[src/rtl/alu_bus_arbiter.sv]
// rtl/alu_bus_arbiter.sv - round-robin two-requester front end for a shared tri-state ALU
// Optional macro ALU_OPCODE_FILTER_EN: unsupported opcodes are nacked without using the ALU.
module alu_bus_arbiter #(
  parameter int WIDTH  = 4,
  parameter int OPW    = 3,
  parameter int SETTLE = 1
) (
  input  logic             clk,
  input  logic             rst_b,
  input  logic             req0,
  input  logic             req1,
  input  logic [OPW-1:0]   op0,
  input  logic [OPW-1:0]   op1,
  input  logic [WIDTH-1:0] a0,
  input  logic [WIDTH-1:0] b0,
  input  logic [WIDTH-1:0] a1,
  input  logic [WIDTH-1:0] b1,
  output logic             ack0,
  output logic             ack1,
  output logic [WIDTH-1:0] result,
  output logic             busy,
  output logic [OPW-1:0]   alu_opcode,
  output logic [WIDTH-1:0] alu_data_a,
  output logic [WIDTH-1:0] alu_data_b,
  output logic             alu_enable,
  input  logic [WIDTH-1:0] alu_bus
`ifdef ALU_OPCODE_FILTER_EN
  ,
  output logic             nack
`endif
);

  typedef enum logic [1:0] {IDLE, LOAD, DRIVE, DONE} state_t;

  // Counter preload: DRIVE lasts SETTLE cycles, counting down to zero.
  localparam logic [3:0] SETTLE_LAST = 4'(SETTLE - 1);

  state_t           state;
  state_t           state_nx;
  logic             last_grant;  // also identifies the owner of the transaction in flight
  logic             grant_now;
  logic             win;
  logic             skip;
  logic [OPW-1:0]   win_op;
  logic [WIDTH-1:0] win_a;
  logic [WIDTH-1:0] win_b;
  logic [3:0]       cnt;

  // Round-robin pick: a lone request wins, a tie goes to the requester that did not win last.
  always_comb begin
    grant_now = 1'b0;
    win       = 1'b0;
    if (req0 && req1) begin
      grant_now = 1'b1;
      win       = ~last_grant;
    end else if (req0) begin
      grant_now = 1'b1;
      win       = 1'b0;
    end else if (req1) begin
      grant_now = 1'b1;
      win       = 1'b1;
    end
  end

  assign win_op = win ? op1 : op0;
  assign win_a  = win ? a1 : a0;
  assign win_b  = win ? b1 : b0;

`ifdef ALU_OPCODE_FILTER_EN
  assign skip = !((win_op == 3'b001) || (win_op == 3'b010) || (win_op == 3'b110));
`else
  assign skip = 1'b0;
`endif

  // Next-state logic for the grant / load / drive / done sequence.
  always_comb begin
    state_nx = state;
    case (state)
      IDLE:    if (grant_now) state_nx = skip ? DONE : LOAD;
      LOAD:    state_nx = DRIVE;
      DRIVE:   if (cnt == 4'd0) state_nx = DONE;
      DONE:    state_nx = IDLE;
      default: state_nx = IDLE;
    endcase
  end

  // State register; reset releases the ALU bus immediately since alu_enable decodes from state.
  always_ff @(posedge clk or negedge rst_b) begin
    if (!rst_b) state <= IDLE;
    else        state <= state_nx;
  end

  // Grant bookkeeping and ALU input registers, loaded only at grant and held otherwise.
  always_ff @(posedge clk or negedge rst_b) begin
    if (!rst_b) begin
      last_grant <= 1'b1;
      alu_opcode <= '0;
      alu_data_a <= '0;
      alu_data_b <= '0;
    end else if (state == IDLE && grant_now) begin
      last_grant <= win;
      alu_opcode <= win_op;
      alu_data_a <= win_a;
      alu_data_b <= win_b;
    end
  end

  // Settle counter and result capture on the final DRIVE cycle.
  always_ff @(posedge clk or negedge rst_b) begin
    if (!rst_b) begin
      cnt    <= 4'd0;
      result <= '0;
    end else if (state == LOAD) begin
      cnt <= SETTLE_LAST;
    end else if (state == DRIVE) begin
      if (cnt != 4'd0) cnt <= cnt - 4'd1;
      else             result <= alu_bus;
    end
  end

`ifdef ALU_OPCODE_FILTER_EN
  logic nack_q;

  // Remember whether the granted opcode was rejected so DONE can flag it.
  always_ff @(posedge clk or negedge rst_b) begin
    if (!rst_b)                        nack_q <= 1'b0;
    else if (state == IDLE && grant_now) nack_q <= skip;
  end

  assign nack = (state == DONE) && nack_q;
`endif

  assign alu_enable = (state == DRIVE);
  assign busy       = (state != IDLE);
  assign ack0       = (state == DONE) && !last_grant;
  assign ack1       = (state == DONE) && last_grant;

endmodule

[config.mk]
export PLATFORM = sky130hd
export DESIGN_NAME = alu_bus_arbiter
export DESIGN_NICKNAME = d
export VERILOG_FILES = /design/src/rtl/alu_bus_arbiter.sv
export SDC_FILE = /design/constraint.sdc
export NUM_CORES = 1
export LEC_CHECK = 0
export ABC_AREA = 1
export BUFFER_PORTS_ARGS = -buffer_cell sky130_fd_sc_hd__buf_4
export CORE_MARGIN = 4
export CORE_UTILIZATION = 29
export CTS_CLUSTER_DIAMETER = 30
export DETAILED_ROUTE_END_ITERATION = 6
export GPL_TIMING_DRIVEN = 0
export REMOVE_ABC_BUFFERS = 1
export SETUP_SLACK_MARGIN = 0.05
export SYNTH_ARGS = -nofsm -noshare
export SYNTH_HDL_FRONTEND = slang
export SYNTH_SLANG_ARGS = --single-unit
[constraint.sdc]
create_clock -name clk -period 1.6 [get_ports clk]
set_input_delay 0.24 -clock clk [delete_from_list [all_inputs] [get_ports clk]]
set_output_delay 0.24 -clock clk [all_outputs]
set_load 0.02 [all_outputs]
==> summary.txt, run 1 <==
Outcome
  • Run status: finished, final reports clean

Placed design
  • Placed inst area: about 1600 um^2
  • Placer Congestion: 0.7727
  • Pre-CTS setup slack: -0.06276 ns
  • Post-DP HPWL: 2.252 mm
  • Port buffer count: 48

Clocking
  • TritonCTS Buffers: 3
  • H-tree depth: 1
  • CTS sink cnt: 22
  • CTS tree: built
  • Worst-path clk slew: around 0.080 ns
  • Clk_lat worst skew: about 0.26 ns
  • CTS Buffer Depth: 2
  • Root Driver: clkbuf_8

Pwr
  • Clock power share: 0.151
  • Cell-internal power: ~1.9 mW
  • Combinational share of power: 0.539
  • Switching share of power: 0.4224
  • Power Density: 2027 nW/um^2
  • Leakage: 0.8412 nW
  • NetSw: 1.425 mW
  • Max IR drop VDD: just under 900 uV
  • Reg power frac: 0.310

Drt
  • ANT nets after route: 0
  • Drt drc: 0
  • Routed via count: 1141
  • Vias/cell: about 4.8
  • Drt total wl: 2.925 mm
  • WL/cell: 12.29 um
  • DR pass1 iterations: 4
  • Initial drt markers: 68

Setup path
  • Worst Path Arrival: 1.23 ns
  • Most used cell, CP: inv_2
  • Critical path, cell by cell: inv_2 > ha_1 > inv_2 > buf_4
  • Worst setup EP type: output port
  • CP max stage delay: 0.42 ns
  • CP max-delay cell: dfrtp_1
  • Critical Setup Path Class: flip-flop to output port
  • Worst-path maximum fanout: 4
  • WP data required: 1.36 ns
  • CP Launch Type: flip-flop

Floorplanning
  • Die W: 71.45 um
  • Initial core utilization: 0.3096
  • Core area: between 3000 and 4000 um^2
  • # IOs: 49
  • Site Rows: 22
  • Die height: 71.45 um
  • Die area: 5104 um^2

Logic synthesis
  • Yosys cell types: 15
  • Post-synthesis register bit count: 22
  • Syn Area/Cell: 8.338 um^2
  • Post-Synthesis Cell Area: 1167 um^2
  • Syn Inst Count: 140
  • Register area share after synthesis: 0.4727
  • YS warnings: 0

STA
  • Final setup fails: 0
  • Final setup TNS: 0 ns
  • Min Tclk post-route: 1.473 ns
  • RSZ-0062 raised after global routing: false
  • Fin. Hold Viols: 0
  • Worst rel slew slack: 0.6606
  • Actual slew at the worst max-slew pin: around 0.5 ns
  • Peak Freq: roughly 680 MHz
  • Pins Over Slew Limit: 0
  • Final hold slack: 0.2281 ns
  • Final Skew: 0.004047 ns
  • Final setup margin: roughly 0.13 ns
  • Tcrit/Tclk final: 0.9207

Finish
  • Commonest cells after routing, fill and taps aside: buf_4 (49), nand2_1 (33), nand3_1 (27), dfrtp_1 (20), inv_1 (13)
  • Commonest non-fill, non-tap cell in the layout: buf_4
  • P&R area growth vs syn: 42.55%
  • Layout cells sized above 1: 0.3263
  • Final Instance Area: 1664 um^2
  • Layout net count: 227
  • Layout fillers: 374
  • Antenna cells: 0
  • Core Util, Final: 0.4413

Global routing
  • First-pass GRT wire length: 4.885 mm
  • Pin count of the biggest net entering global routing: 23
  • GR Util All Layers: 0.1170
  • Initial antenna violation count: 0
  • Grt total ovfl: 0
  • Vias in the first global route: 1146

Worst hold path
  • HP Class: input port to flip-flop

Flow run
  • Max-cap violation count: 0
==> per-stage QoR <==
stage,instances,power (mW)
after floorplan,135,2.154
after global placement,231,2.762
after detailed placement,231,2.839
after CTS,237,3.397
after global routing,238,3.646
final,238,3.373
==> final timing paths <==
check                               from            end  slack, ns  depth (start not counted)
setup / recovery                state[1]           busy       0.13                          4
hold / removal                alu_bus[2]      result[2]       0.23                          3
setup reg to reg                state[0]  alu_data_b[2]       0.16                          6
hold reg to reg            alu_data_a[0]  alu_data_a[0]       0.50                          1
max in group asynchronous          rst_b     last_grant       0.92                          2
min in group asynchronous          rst_b  alu_data_b[1]       0.40                          2
==> worst max-delay path: cells and delay by family, from the launching register on <==
| family | cells | cell delay, ns |
|---|---|---|
| DFF | 1 | 0.42 |
| buffers and inverters | 3 | 0.35 |
| adders and majority gates | 1 | 0.21 |
==> sequential cells by signal, summed over array words and instances, names as in the netlist <==
register	flops
cnt	4
last_grant	1
alu_data_a	4
alu_opcode	3
result	4
alu_data_b	4
state	2
==> cells in the mapped netlist, drive strengths merged <==
library cell | count | area, um^2
nor2 | 5 | 18.77
nand4 | 2 | 12.51
buf | 5 | 30.02
dfrtp | 21 | 525.5
inv | 17 | 63.81
xor2 | 1 | 8.760
o21ai | 9 | 45.04
ha | 6 | 75.07
nand2 | 34 | 127.6
nand3 | 27 | 135.1
dfstp | 1 | 26.28
a21oi | 1 | 16.27
o21a | 11 | 82.58
==> metal layers <==
layer	part of all wire	vias to the layer above	track usage	wire, um
met5	0	-	0	0
met4	0.0085	0	0.02923	25
met3	0.042	2	0.02805	123
met2	0.53	27	0.2184	1536
met1	0.42	555	0.1324	1239
li1	-	557	-	-
==> repair_timing <==
item	in CTS	in global routing
hold endpoints to repair	21	0
setup endpoints to repair	13	16
resized for setup	2	4
setup buffers	0	1
gates cloned	1	0
pin swaps	0	1
hold buffers	1	0
==> cell families after synthesis <==
group / Yosys count / synth area share
and+or+nand+nor: 68 / 0.2519
DFF: 22 / 0.4727
buffers and inverters: 22 / 0.08038
AOI/OAI and AO/OA: 21 / 0.1233
adders and majority gates: 6 / 0.06431
xor gates and xnor gates: 1 / 0.007504
==> power by group through the flow <==
stage | Clock (mW) | Sequential, mW | Combinational (mW)
2_1_floorplan | 0 | 1.25 | 0.903
3_3_place_gp | 0 | 1.03 | 1.73
3_5_place_dp | 0 | 1.04 | 1.80
4_1_cts | 0.525 | 1.04 | 1.83
5_1_grt | 0.545 | 1.08 | 2.02
6_report | 0.510 | 1.04 | 1.82
==> layout make-up <==
type / instances / area, um^2 / area share
multi-input combinational: 97 / 538.0 / 0.3233
timing repair buffer: 50 / 377.9 / 0.2271
clock buffer: 3 / 41.29 / 0.02481
inverter: 17 / 63.81 / 0.03835
clock inverter: 1 / 30.03 / 0.01805
sequential: 22 / 553.0 / 0.3323
tap: 48 / 60.06 / 0.03609
Note: power is estimated with default switching activity, not from simulation.
==> run 2, diff against run 1 <==
Clock period 1.6 ns to 1.4 ns, I/O delays scaled along.
==> summary.txt, run 2 (synthesized netlist as in run 1, its figures left out) <==
Floorplanning
  • Die W: 71.45 um (unchanged)
  • Die area: 5104 um^2 (unchanged)
  • Site Rows: 22 (unchanged)
  • Core area: 3771 um^2 (unchanged)
  • Initial core utilization: 0.3096 (unchanged)
  • # IOs: 49 (unchanged)
  • Die height: 71.45 um (unchanged)

Global routing
  • Pin count of the biggest net entering global routing: 23 (unchanged)
  • Grt total ovfl: 0 (unchanged)
  • Initial antenna violation count: 0 (unchanged)
  • GR Util All Layers: 0.1247 (was 0.1170)
  • First-pass GRT wire length: 5.161 mm (was 4.885 mm)
  • Vias in the first global route: 1174 (was 1146)

Setup path
  • CP max-delay cell: dfrtp_2 (was dfrtp_1)
  • Critical path, cell by cell: buf_4 > ha_4 > buf_4 (was inv_2 > ha_1 > inv_2 > buf_4)
  • Worst setup EP type: output port (unchanged)
  • Worst Path Arrival: 1.18 ns (was 1.23 ns)
  • Cell family with most CP delay: flip-flops (unchanged)
  • Worst-path maximum fanout: 4 (unchanged)
  • WP data required: 1.19 ns (was 1.36 ns)
  • CP max stage delay: 0.45 ns (was 0.42 ns)
  • Most used cell, CP: buf_4 (was inv_2)
  • Worst Path Buf+Inv: 2 (was 3)
  • CP Launch Type: flip-flop (unchanged)
  • Critical Setup Path Class: flip-flop to output port (unchanged)

STA
  • Fin. Hold Viols: 0 (unchanged)
  • RSZ-0062 raised after global routing: true (was false)
  • Peak Freq: 717.1 MHz
  • Tcrit/Tclk final: 0.9961
  • Min Tclk post-route: 1.395 ns
  • Pins Over Slew Limit: 0 (unchanged)
  • Final hold slack: 0.1984 ns (was 0.2281 ns)
  • Final setup TNS: 0 ns (unchanged)
  • Final Skew: 0.002624 ns (was 0.004047 ns)
  • Worst rel slew slack: 0.7846 (was 0.6606)
  • Actual slew at the worst max-slew pin: 0.3224 ns (was 0.5092 ns)
  • Final setup fails: 0 (unchanged)

Clocking
  • TritonCTS Buffers: 3 (unchanged)
  • H-tree depth: 1 (unchanged)
  • CTS sink cnt: 22 (unchanged)
  • Worst-path clk slew: 0.08 ns (about the same)
  • Clk_lat worst skew: 0.26 ns (about the same)
  • Root Driver: clkbuf_8 (unchanged)
  • CTS Buffer Depth: 2 (unchanged)
  • CTS tree: built (unchanged)

Drt
  • Drt drc: 0 (unchanged)
  • DR pass1 iterations: 4 (unchanged)
  • Routed via count: 1165 (was 1141)
  • Drt total wl: 3.110 mm (was 2.925 mm)
  • ANT nets after route: 0 (unchanged)
  • Initial drt markers: 54 (was 68)
  • Vias/cell: 4.794 (about the same)
  • WL/cell: 12.80 um (was 12.29 um)

Pwr
  • Pwr Total: 4.266 mW (was 3.373 mW)
  • Leakage: 0.8695 nW (was 0.8412 nW)
  • Max IR drop VDD: 1049 uV (was 873.5 uV)
  • Power Density: 2378 nW/um^2 (was 2027 nW/um^2)

Placed design
  • Placer Congestion: 0.7727 (unchanged)
  • Placed insts: 231 (unchanged)
  • Port buffer count: 48 (unchanged)
  • Post-DP HPWL: 2.252 mm (unchanged)

Finish
  • Layout fillers: 370 (was 374)
  • Layout net count: 232 (was 227)
  • Commonest non-fill, non-tap cell in the layout: buf_4 (unchanged)
  • Layout cells sized above 1: 0.4051 (was 0.3263)
  • Antenna cells: 0 (unchanged)
  • P&R area growth vs syn: 53.70% (was 42.55%)
  • Non-Filler Instances: 243 (was 238)
  • Commonest cells after routing, fill and taps aside: buf_4 (50), nand2_1 (30), nand3_1 (27), dfrtp_1 (19), o21a_1 (11) (was buf_4 (49), nand2_1 (33), nand3_1 (27), dfrtp_1 (20), inv_1 (13))

Outcome
  • Run status: finished, final reports clean (unchanged)

Worst hold path
  • HP Class: input port to flip-flop (unchanged)

Flow run
  • Max-cap violation count: 0 (unchanged)
==> run 2: cell count changes in the layout (fill, tap and decap cells not counted), sizes merged <==
cell  delta
buf      +5
==> run 2: what timing repair did <==
| action | CTS | global route |
|---|---|---|
| cloned | 1 | 0 |
| resized for setup | 19 | 9 |
| setup endpoints to repair | 23 | 26 |
| hold endpoints to repair | 21 | 0 |
| hold buffers | 1 | 0 |
| pin swaps | 2 | 2 |
| buffers inserted | 3 | 3 |
==> run 2: metrics by stage <==
stage                     worst slack [ns]  area (um^2)    util
final                             0.005484         1794  0.4758
after global routing              -0.02869         1794  0.4758
after CTS                          0.01076         1744  0.4625
after detailed placement           -0.2628         1558  0.4131
after global placement             -0.2096         1558  0.4131
after floorplan                    -0.1016         1137       -
==> run 2: report_power, final <==
part / internal (mW) / switching [mW] / leakage [nW] / total [mW]
registers: 0.983 / 0.236 / 0.253 / 1.22
clock network: 0.382 / 0.204 / 0.0357 / 0.585
logic: 1.12 / 1.35 / 0.580 / 2.46
==> run 2: final timing paths <==
check,startpoint,end,slack [ns],depth (start not counted)
max reg2reg,state[0],alu_data_b[2],0.03,7
min reg2reg,alu_data_a[0],alu_data_a[0],0.50,1
max,state[1],alu_enable,0.005,3
min,alu_bus[2],result[2],0.20,3
max in group asynchronous,rst_b,last_grant,0.74,2
min in group asynchronous,rst_b,alu_data_b[1],0.37,2
==> run 2: layout make-up <==
cell class	count	area (um^2)	share of cell area
multi-input cells	97	600.6	0.3347
flip-flops and latches	22	554.3	0.3089
repair buffers	55	439.2	0.2448
inverters	17	68.82	0.03835
well taps	48	60.06	0.03347
clock buffers	3	41.29	0.02301
clock inverters	1	30.03	0.01674
==> run 2: per-layer routing <==
layer | routed length, um | share of wire | vias up | global-route usage
met4 | 25 | 0.0080 | 0 | 0.02923
met2 | 1715 | 0.55 | 25 | 0.2408
met3 | 122 | 0.039 | 2 | 0.02665
li1 | - | - | 569 | -
met5 | 0 | 0 | - | 0
met1 | 1247 | 0.40 | 569 | 0.1369
==> run 2: worst min-delay path: cells and delay by family <==
kind                   cells  cell delay [ns]
buffers and inverters      2             0.15
AO/OA/AOI/OAI              1             0.07
